### src/rtl/alu_seq.sv
// alu_seq: handshaked WIDTH-bit ALU with a registered result and a sticky {S,Z,C,V} status.
// Single-cycle ops complete on the accept edge. The optional iterative multiplier
// (ALU_MUL_EN) adds one partial product per cycle in a BUSY state.
// Build option: define ALU_MUL_EN to build the multiplier. Without it, op 0110 is illegal.
module alu_seq #(
  parameter int WIDTH = 16,
  parameter int SHW   = $clog2(WIDTH)
) (
  input  logic             clk,
  input  logic             rst_n,
  input  logic             in_valid,
  output logic             in_ready,
  input  logic [WIDTH-1:0] a,
  input  logic [WIDTH-1:0] b,
  input  logic [15:0]      instr,
  output logic             out_valid,
  input  logic             out_ready,
  output logic [WIDTH-1:0] x,
  output logic [3:0]       code,
  output logic             err
);

  localparam logic [1:0] IDLE = 2'd0;
`ifdef ALU_MUL_EN
  localparam logic [1:0] BUSY = 2'd1;
`endif
  localparam logic [1:0] DONE = 2'd2;

  localparam logic [3:0] OP_ADD = 4'b0000;
  localparam logic [3:0] OP_SUB = 4'b0001;
  localparam logic [3:0] OP_AND = 4'b0010;
  localparam logic [3:0] OP_OR  = 4'b0011;
  localparam logic [3:0] OP_XOR = 4'b0100;
  localparam logic [3:0] OP_CMP = 4'b0101;
`ifdef ALU_MUL_EN
  localparam logic [3:0] OP_MUL = 4'b0110;
`endif
  localparam logic [3:0] OP_MOV = 4'b1000;
  localparam logic [3:0] OP_SLL = 4'b1001;
  localparam logic [3:0] OP_SRL = 4'b1010;
  localparam logic [3:0] OP_SRA = 4'b1011;

  logic [1:0]     state;
  logic [3:0]     op;
  logic [SHW-1:0] shamt;

  // Only the op field matters; the rest of the instruction word belongs to other stages.
  logic unused_instr;
  assign unused_instr = ^{instr[15:8], instr[3:0]};

  assign op        = instr[7:4];
  assign shamt     = b[SHW-1:0];
  assign in_ready  = (state == IDLE);
  assign out_valid = (state == DONE);

  // One extra bit on each side so the carry/borrow or the last bit shifted out
  // falls into a real bit position instead of needing separate logic.
  logic [WIDTH:0] sum_w, dif_w, sll_w, srl_w, sra_w;
  assign sum_w = {1'b0, a} + {1'b0, b};
  assign dif_w = {1'b0, a} - {1'b0, b};
  assign sll_w = {1'b0, a} << shamt;
  assign srl_w = {a, 1'b0} >> shamt;
  assign sra_w = $signed({a, 1'b0}) >>> shamt;

  logic [WIDTH-1:0] res_x;
  logic             res_c, res_v, res_ill;

  // Single-cycle result and carry/overflow, selected by op.
  always_comb begin
    res_x   = '0;
    res_c   = 1'b0;
    res_v   = 1'b0;
    res_ill = 1'b0;
    case (op)
      OP_ADD: begin
        res_x = sum_w[WIDTH-1:0];
        res_c = sum_w[WIDTH];
        res_v = (a[WIDTH-1] == b[WIDTH-1]) && (sum_w[WIDTH-1] != a[WIDTH-1]);
      end
      OP_SUB, OP_CMP: begin
        res_x = dif_w[WIDTH-1:0];
        res_c = dif_w[WIDTH];
        res_v = (a[WIDTH-1] != b[WIDTH-1]) && (dif_w[WIDTH-1] != a[WIDTH-1]);
      end
      OP_AND: res_x = a & b;
      OP_OR:  res_x = a | b;
      OP_XOR: res_x = a ^ b;
      OP_MOV: res_x = b;
      OP_SLL: begin
        res_x = sll_w[WIDTH-1:0];
        res_c = sll_w[WIDTH];
      end
      OP_SRL: begin
        res_x = srl_w[WIDTH:1];
        res_c = srl_w[0];
      end
      OP_SRA: begin
        res_x = sra_w[WIDTH:1];
        res_c = sra_w[0];
      end
      // MUL takes the BUSY path and never uses this result.
`ifdef ALU_MUL_EN
      OP_MUL: res_ill = 1'b0;
`endif
      default: res_ill = 1'b1;
    endcase
  end

`ifdef ALU_MUL_EN
  logic [2*WIDTH-1:0] acc, mcand, acc_nxt;
  logic [WIDTH-1:0]   mplier;
  logic [SHW-1:0]     cnt;

  assign acc_nxt = acc + (mplier[0] ? mcand : '0);

  // Shift-and-add multiplier: one partial product per BUSY cycle, LSB of b first.
  always_ff @(posedge clk or negedge rst_n) begin
    if (!rst_n) begin
      acc    <= '0;
      mcand  <= '0;
      mplier <= '0;
      cnt    <= '0;
    end else if (state == IDLE && in_valid && op == OP_MUL) begin
      acc    <= '0;
      mcand  <= {{WIDTH{1'b0}}, a};
      mplier <= b;
      cnt    <= SHW'(WIDTH - 1);
    end else if (state == BUSY) begin
      acc    <= acc_nxt;
      mcand  <= mcand << 1;
      mplier <= mplier >> 1;
      cnt    <= cnt - 1'b1;
    end
  end
`endif

  // Control FSM; x, code and err are only written on entry to DONE.
  always_ff @(posedge clk or negedge rst_n) begin
    if (!rst_n) begin
      state <= IDLE;
      x     <= '0;
      code  <= 4'b0000;
      err   <= 1'b0;
    end else begin
      case (state)
        IDLE: if (in_valid) begin
`ifdef ALU_MUL_EN
          if (op == OP_MUL) begin
            state <= BUSY;
          end else
`endif
          begin
            state <= DONE;
            err   <= res_ill;
            if (res_ill) begin
              // Illegal op: zero result, status keeps its previous value.
              x <= '0;
            end else begin
              x    <= res_x;
              code <= {res_x[WIDTH-1], (res_x == '0), res_c, res_v};
            end
          end
        end
`ifdef ALU_MUL_EN
        BUSY: if (cnt == '0) begin
          state <= DONE;
          err   <= 1'b0;
          x     <= acc_nxt[WIDTH-1:0];
          code  <= {acc_nxt[WIDTH-1], (acc_nxt[WIDTH-1:0] == '0),
                    (acc_nxt[2*WIDTH-1:WIDTH] != '0), (acc_nxt[2*WIDTH-1:WIDTH] != '0)};
        end
`endif
        DONE: if (out_ready) state <= IDLE;
        default: state <= IDLE;
      endcase
    end
  end

endmodule

### config.mk
export PLATFORM = sky130hd
export DESIGN_NAME = alu_seq
export DESIGN_NICKNAME = d
export VERILOG_FILES = /design/src/rtl/alu_seq.sv
export SDC_FILE = /design/constraint.sdc
export NUM_CORES = 1
export LEC_CHECK = 0
export CORE_AREA = 2 2 112 114
export CTS_BUF_LIST = sky130_fd_sc_hd__clkbuf_8
export DETAILED_ROUTE_END_ITERATION = 8
export DIE_AREA = 0 0 114 116
export MAX_ROUTING_LAYER = met4
export PLACE_DENSITY = 0.67
export RECOVER_POWER = 50
export SLEW_MARGIN = 20
export SYNTH_ARGS = -nofsm -noshare
export SYNTH_HDL_FRONTEND = slang
export SYNTH_SLANG_ARGS = --single-unit
### constraint.sdc
create_clock -name clk -period 3.6 [get_ports clk]
set_input_delay 0.54 -clock clk [delete_from_list [all_inputs] [get_ports clk]]
set_output_delay 0.54 -clock clk [all_outputs]
set_load 0.05 [all_outputs]
; ---- After elaboration in Yosys (flattened, before gate mapping)
; Cells that the tools add are included.
[totals]
out_inout_bits = 23
regBits = 23
word_cells = 46
input_bits = 52
[op_classes]
bitwise = 3
addsub = 2
n_eq_ne = 16
n_mux = 8
shifts = 3
n_reduce_logical = 10
[ops]
columns = cell, n
row1 = one-hot mux 16 bit (9 select lines), 1
row2 = adder 16 x 16 -> 17 bit, 1
row3 = << shifter 16 x 4 -> 17 bit, 1
row4 = >> shifter 17 x 4 -> 17 bit, 1
row5 = >>> shifter 17 x 4 -> 17 bit, 1
row6 = subtractor 16 x 16 -> 17 bit, 1
row7 = bitwise AND 16 bit, 1
row8 = == test 4 bit (second input constant), 4
row9 = logical NOT 16 bit, 1
row10 = two-way mux 16 bit, 1
row11 = bitwise OR 16 bit, 1
row12 = XOR 16 bit, 1
row13 = OR reduction 10 bit, 1
row14 = == test 4 x 2 -> 1 bit (second input constant), 2
row15 = == test 4 x 3 -> 1 bit (second input constant), 2
row16 = one-hot mux 1 bit (5 select lines), 1
row17 = == test 4 x 1 -> 1 bit (second input constant), 1
row18 = logical NOT 4 bit, 1
row19 = two-way mux 2 bit, 2
row20 = one-hot mux 2 bit (2 select lines), 1
row21 = AND reduction 2 bit, 2
row22 = inequality test 1 bit, 3
row23 = AND reduction 3 bit, 1
row24 = == test 2 bit (second input constant), 1
row25 = other kinds (8), 9

; ---- Depth between registers and ports, before layout
; Gate-level depths: netlist of the first run.
[logic_depth]
depth_word = 4
depth_mapped = 14

; ---- Worst setup path before layout of the first run
; No wires, ideal clock.
[synth_timing]
path_type = input port to flip-flop
startpoint = in b[2]
endpoint = reg code[2]
setup_ps = 92
cell_stages = 14
slack_ps = -188
arrival_time_ps = 3696
required_time_ps = 3508
cell_sequence = buf_2 > clkinv_1 > clkbuf_1 > ha_1 > buf_2 > o21ai_1 > o21a_1 > o31a_1 > a221o_1 > a21bo_1 > or4_4 > nor4_2 > nand4_1 > o31ai_2
[synth_between]
elab_chain_len = 3
[synth_lines]
columns = item, line
row1 = from (decl), 14  ; input logic [WIDTH-1:0] b,
row2 = "subtractor 16 x 16 -> 17 bit, or another cell as far along", 60  ; assign dif_w = {1'b0, a} - {1'b0, b};
row3 = one-hot mux 16 bit (9 select lines) (*), 74  ; case (op)
row4 = logical NOT 16 bit (*), 160  ; code <= {res_x[WIDTH-1], (res_x == '0), res_c, res_v};
row5 = to (signal assigned), 160
row6 = to (decl), 19  ; output logic [3:0] code,
; Every way passes the cells marked *; elsewhere a longest branch is shown, timed or not.
; A chain may end at the register's enable or synchronous reset.

; ---- Final worst setup path of the first run
; Ends and elaborated chain as after synthesis.

==> results.py, run 1 <==
metrics = {
    "status": {
        "status": "completed",
    },
    "setup_path": {
        "setup.worst_path.start": "b[2]",
        "cpPeakStageDelay_ns": 0.46,
        "crit_arrival_ns": 3.73,
        "startpoint_type": "input pin",
        "crit_fanout": 5,
        "crit_chain": "dlygate4sd2_1, clkinv_4, buf_4, ha_2, nor2_1, a211oi_2, o311a_1, a2111oi_0, o221ai_1, or4_4, nor4_4, nand4_1, o31ai_2",
        "end_kind": "register",
        "timing.rr.start": "state[1]",
        "critPathKind": "input pin to register",
        "cp.required_ns": 3.77,
        "crit_family": "compound AO/OA/AOI/OAI gates",
        "worst-path-buf-inv": 3,
        "slowest_stage": "or4_4",
    },
    "global_routing": {
        "overflow": 0,
        "grt_pass1_vias": 6857,
        "grt.total_usage": 0.387,
        "grt_pass1_wl_mm": 38.7,
        "grt_max_degree": 25,
        "antenna_found_initial": 0,
    },
    "place": {
        "place_ws_ns": -0.553,
        "gp_congestion": 0.993,
        "dpl.hpwl_mm": 20.2,
        "port_buffers": 62,
        "dp.cells": 1089,
    },
    "hold_path": {
        "hp-class": "register to register",
        "worstHoldStart": "x[5]",
    },
    "power": {
        "ir_drop_v": 0.000143,
        "p_per_area_nw_per_um2": 238,
        "p_leak_uw": 0.00358,
    },
    "logic_synthesis": {
        "synth_compound_area_frac": 0.338,
        "synthCells": 741,
        "synthTopCellsByArea": "ha_1 11%, dfrtp_1 10%, mux4_2 6.6%",
        "syn-num-nets": 844,
        "syn_avg_cell_area_um2": 7.36,
        "ys.flop_type": "dfrtp_1",
        "synth_xor_xnor_area_share": 0.00803,
        "netlist-cell-type-count": 84,
        "synthSimpleGateAreaFrac": 0.219,
        "yosysTopAreaCell": "ha_1",
        "synth_fa_ha_area_frac": 0.120,
        "synth_common_cells": "75 x nand2_1, 54 x a21oi_1, 51 x inv_1",
        "yosysWarningCount": 0,
        "synth.most_common_cell": "nand2_1",
        "ys_ff_latch": 22,
        "yosysSeqAreaShare": 0.101,
        "syn_area_um2": 5450,
        "synth_top_family_by_area": "compound AO/OA/AOI/OAI gates",
        "yosys-mux-area-fraction": 0.123,
        "yosysTopAreaCellShare": 0.112,
        "synth_edf_count": 0,
        "synthArstFlopShare": 1.00,
    },
    "timing": {
        "setup_ws_ns": 0.0375,
        "worst_slew_pin_slew_ns": 0.906,
        "setup_violations": 0,
        "max_freq_mhz": 281,
        "grt_setup_unrepaired": "true",
        "maxSlewHeadroom": 0.394,
        "fin_worst_skew_ns": 0.00561,
        "drv_slew": 0,
        "hold_viol_final": 0,
        "post-route-period-util": 0.990,
        "finalCriticalPeriod_ns": 3.56,
    },
    "drt": {
        "routedWlPerCell_um": 22.5,
        "viasPerCell": 6.46,
        "drt_iter0_drc": 740,
        "first_pass_iters": 5,
        "antenna_left": 0,
        "drt-total-wl_mm": 24.9,
        "drc": 0,
        "num_vias": 7129,
    },
    "floorplan": {
        "die_w_um": 114,
        "fp-row-count": 40,
        "start_util": 0.458,
        "die_h_um": 116,
        "ios": 75,
        "dieArea_um2": 13200,
        "fp.coreArea_um2": 11900,
    },
    "clock_network": {
        "clk_root_buffer_cell": "clkbuf_8",
        "cts_tree": "built",
        "clk_pin_slew_ns": 0.08,
        "cts_htree_levels": 1,
        "cts_made_buffers": 3,
        "postCtsHoldBufs": 0,
        "clock_path_buffers": 2,
        "clk_latency_ns": 0.26,
        "cts.sinks": 22,
    },
    "finish": {
        "nets": 1061,
        "fin_cells": 1104,
        "area_growth_pct": 44.4,
        "num-fill-cells": 1043,
        "drive_above_1_share": 0.306,
        "diodes": 0,
    },
    "job": {
        "cap_violations": 0,
    },
}
-- routing by layer --
metal	up-vias	wire [um]	GRT usage
met5	-	0	-
met4	0	1100	0.146
li1	3238	-	-
met3	88	1800	0.0324
met2	434	11700	0.646
met1	3369	10300	0.490
-- per-stage QoR --
step                      utilization  TNS [ns]  instance area [um2]  total power (uW)  hold slack [ns]
after floorplan                     -         0                 5470              1050            0.244
after global placement          0.632     -2.51                 7530              1600            0.460
after detailed placement        0.632     -3.37                 7530              1630            0.462
after CTS                       0.656         0                 7810              1840            0.481
after global routing            0.661    -0.288                 7870              1970            0.515
final                           0.661         0                 7870              1870            0.476
-- placed cells by master, fill, tap and decap left out, drive strengths merged, types with 13 or more instances in the layout --
cell type / n
clkdlybuf4s50: 40
inv: 52
ha: 49
mux4: 16
dfrtp: 22
o21ai: 53
mux2i: 21
nor3: 20
nor2b: 13
a211oi: 21
a21o: 15
a21oi: 54
nor2: 49
nand2: 75
buf: 214
a31oi: 14
-- area by class of cell --
| class | count | area [um2] | area share |
|---|---|---|---|
| multi-input combinational | 601 | 4620 | 0.587 |
| tap | 147 | 184 | 0.0234 |
| clock buffer | 4 | 55.1 | 0.00699 |
| sequential | 22 | 551 | 0.0699 |
| inverter | 54 | 209 | 0.0265 |
| timing repair buffer | 276 | 2250 | 0.286 |
-- where the power goes --
group          switching (uW)  internal [uW]  total, uW
sequential               28.4            299        327
clock                    73.8           97.4        171
combinational             792            581       1370
total                     894            977       1870
-- worst paths after layout --
check / endpoint / slack, ns / depth (start not counted)
max: code[2] / 0.04 / 13
min: x[5] / 0.48 / 2
max reg2reg: code[2] / 1.37 / 8
min reg2reg: x[5] / 0.48 / 2
max in group asynchronous: x[10] / 2.19 / 1
min in group asynchronous: x[5] / 0.85 / 1
-- tightest hold or removal path, stage by stage, from the launching register on --
cell and delay, ns:
dfrtp_1 0.34, nand2_1 0.05, nand2_1 0.05
-- what timing repair did --
| action | CTS | global route |
|---|---|---|
| endpoints found under the hold margin | 0 | 0 |
| resized for setup | 42 | 15 |
| setup endpoints to repair | 7 | 6 |
| setup buffers | 11 | 0 |
| pin swaps | 11 | 6 |
-- registers in the layout, summed over array words and instances, names as in the netlist --
name / cells
err: 1
code: 4
x: 16
state: 1
-- kinds of logic after synthesis --
| logic type | count (synthesis) |
|---|---|
| adders and majority gates | 51 |
| muxes | 46 |
| and+or+nand+nor | 235 |
| DFF | 22 |
| AOI/OAI and AO/OA | 264 |
| buffers and inverters | 118 |
| xor gates and xnor gates | 5 |
No activity file was read; power rests on OpenSTA's default activity.
==> inputs of run 2 (changes only) <==
- ABC_AREA: not set -> 1
- CORE_AREA: 2 2 112 114 -> 2 2 113 115
- DIE_AREA: 0 0 114 116 -> 0 0 115 117
- PLACE_DENSITY: 0.67 -> 0.66
==> results.py, run 2 <==
metrics = {
    "drt": {
        "first_pass_iters": 6,
        "drt-total-wl_mm": 20.9,
        "viasPerCell": 5.59,
        "routedWlPerCell_um": 16.6,
        "num_vias": 7026,
        "drt_iter0_drc": 821,
        "antenna_left": 0,
        "drc": 0,
    },
    "clock_network": {
        "ctsResizeCount": 0,
        "cts_tree": "built",
        "clk_root_buffer_cell": "clkbuf_8",
        "postCtsHoldBufs": 0,
        "clk_pin_slew_ns": 0.08,
        "cts.sinks": 22,
        "clock_path_buffers": 2,
        "cts_htree_levels": 1,
        "cts_made_buffers": 3,
        "clk_latency_ns": 0.26,
        "post-cts-setup-buffers": 0,
    },
    "finish": {
        "reg_top3": "x: 16 flops, code: 4 flops",
        "multi_input_area_um2": 4240,
        "area_growth_pct": 15.5,
        "diodes": 0,
        "mostFrequentLayoutCells": "382 x nand2_1, 170 x nand3_1, 116 x inv_1, 113 x nor2_1, 51 x clkdlybuf4s50_1",
        "final_common_cell": "nand2_1",
        "drive_above_1_share": 0.0578,
        "top_register": "x",
        "regArea_um2": 551,
        "nets": 1211,
        "num-fill-cells": 1386,
        "largest_register_ffs": 16,
    },
    "setup_path": {
        "worst-path-buf-inv": 3,
        "crit_family": "simple AND/OR/NAND/NOR gates",
        "crit_top_cell": "nand2_1",
        "critPathKind": "input pin to register",
        "r2r_setup_slack_ns": 1.71,
        "crit_chain": "clkdlybuf4s50_1, inv_1, ha_1, inv_1, nand2_1, nand2_1, nand2_1, nand3_1, nand2_1, nand3_1, nand2_1, nor2_1, nand2_1, nor2_1, nand3_1, nor2_1, nand3_1, nand2_1",
        "end_kind": "register",
        "crit_fanout": 12,
        "cpPeakStageDelay_ns": 0.58,
        "slowest_stage": "clkdlybuf4s50_1",
        "startpoint_type": "input pin",
        "crit_arrival_ns": 3.32,
        "cp.required_ns": 3.80,
    },
    "floorplan": {
        "dieArea_um2": 13500,
        "fp.coreArea_um2": 12300,
        "die_w_um": 115,
        "die_h_um": 117,
        "fp-row-count": 41,
        "start_util": 0.445,
        "ios": 75,
    },
    "timing": {
        "drv_slew": 0,
        "finalCriticalPeriod_ns": 3.12,
        "fin_worst_skew_ns": 0.00104,
        "post-route-period-util": 0.866,
        "max_freq_mhz": 321,
        "maxSlewHeadroom": 0.347,
        "hold_viol_final": 0,
        "finalSetupTns_ns": 0,
        "grt_setup_unrepaired": "false",
        "worst_slew_pin_slew_ns": 0.976,
        "setup_violations": 0,
    },
    "power": {
        "p_seq_frac": 0.206,
        "swShare": 0.534,
        "p_clk_frac": 0.111,
        "p_leak_uw": 0.00346,
        "p_per_area_nw_per_um2": 250,
        "switching_power_uw": 846,
        "totalPowerFinal_uw": 1580,
        "combPwrFrac": 0.683,
        "p_int_uw": 738,
        "ir_drop_v": 0.000195,
    },
    "logic_synthesis": {
        "syn_area_um2": 5480,
        "synth.most_common_cell": "nand2_1",
        "netlist-cell-type-count": 37,
        "yosys-mux-area-fraction": 0,
        "yosysTopAreaCellShare": 0.262,
        "syn-num-nets": 1155,
        "synthCells": 1052,
        "synth_edf_count": 0,
        "synth_fa_ha_area_frac": 0.119,
        "synth_top_family_by_area": "simple AND/OR/NAND/NOR gates",
        "yosysWarningCount": 0,
        "synth_compound_area_frac": 0.0874,
        "synthSimpleGateAreaFrac": 0.564,
        "synth_common_cells": "382 x nand2_1, 170 x nand3_1, 116 x inv_1, 113 x nor2_1, 49 x ha_1",
        "synthTopCellsByArea": "nand2_1 26%, nand3_1 16%, ha_1 11%",
        "syn_avg_cell_area_um2": 5.21,
        "synthArstFlopShare": 1.00,
        "yosysSeqAreaShare": 0.100,
        "ys.flop_type": "dfrtp_1",
        "synth_xor_xnor_area_share": 0.00320,
        "ys_ff_latch": 22,
        "yosysTopAreaCell": "nand2_1",
    },
    "global_routing": {
        "grt_pass1_vias": 6493,
        "grt.total_usage": 0.323,
        "antenna_found_initial": 0,
        "overflow": 0,
        "grt_max_degree": 37,
        "grt_pass1_wl_mm": 33.1,
    },
    "status": {
        "status": "completed",
    },
    "place": {
        "port_buffers": 62,
        "gp_congestion": 1.09,
        "dpl.hpwl_mm": 16.8,
    },
    "job": {
        "cap_violations": 0,
    },
    "hold_path": {
        "hp-class": "register to register",
    },
}
## run 2: cell types whose count changed after synthesis, moves of 21 or more
cell,delta
nand2_1,+307
nand3_1,+159
inv_1,+65
nor2_1,+64
a21oi_1,-32
clkbuf_1,-29
mux2i_1,-21
## run 2: final cells by class
class / instances / area share
Tap cell: 150 / 0.0296
Clock buffer: 4 / 0.00870
Inverter: 129 / 0.0769
Multi-Input combinational cell: 864 / 0.670
Timing Repair Buffer: 88 / 0.128
Sequential cell: 22 / 0.0870
## run 2: worst min-delay path, cell delays in order (launching register included)
cell and delay, ns:
dfrtp_1 0.34, nand2_1 0.05, nand2_1 0.06
## run 2: final timing paths
check | from | to | cells past startpoint
setup / recovery | a[2] | code[2] | 18
hold / removal | x[8] | x[8] | 2
setup reg to reg | state[1] | code[0] | 8
hold reg to reg | x[8] | x[8] | 2
max in group asynchronous | rst_n | code[1] | 1
min in group asynchronous | rst_n | x[2] | 1
## run 2: cells by family (layout without fill, tap and decap cells)
logic type                 after synthesis  count (layout)
AOI/OAI and AO/OA                       86              86
xor gates and xnor gates                 2               2
buffers and inverters                  166             221
and+or+nand+nor                        725             725
DFF                                     22              22
adders and majority gates               51              51
## run 2: power groups by stage
stage | clock [uW] | combinational [uW] | sequential, uW
global placement | 0 | 1070 | 333
floorplan | 0 | 523 | 520
finish | 177 | 1080 | 326
global route | 190 | 1190 | 333
detailed placement | 0 | 1070 | 332
CTS | 179 | 1070 | 328
## run 2: stage by stage
| step | instances | area (um2) | hold WS (ns) | worst slack (ns) | utilization |
|---|---|---|---|---|---|
| global placement | 1253 | 6280 | 0.465 | 0.318 | 0.510 |
| CTS | 1257 | 6330 | 0.488 | 0.541 | 0.515 |
| global route | 1257 | 6330 | 0.499 | 0.263 | 0.514 |
| finish | 1257 | 6330 | 0.483 | 0.482 | 0.514 |
| floorplan | 1052 | 5480 | 0.244 | 1.10 | - |
| detailed placement | 1253 | 6280 | 0.469 | 0.274 | 0.510 |
## run 2: per-layer routing
metal | GRT usage | share of wire | up-vias
li1 | - | - | 3481
met1 | 0.445 | 0.45 | 3187
met4 | 0.103 | 0.034 | 0
met2 | 0.496 | 0.43 | 306
met3 | 0.0345 | 0.083 | 52
met5 | - | 0 | -
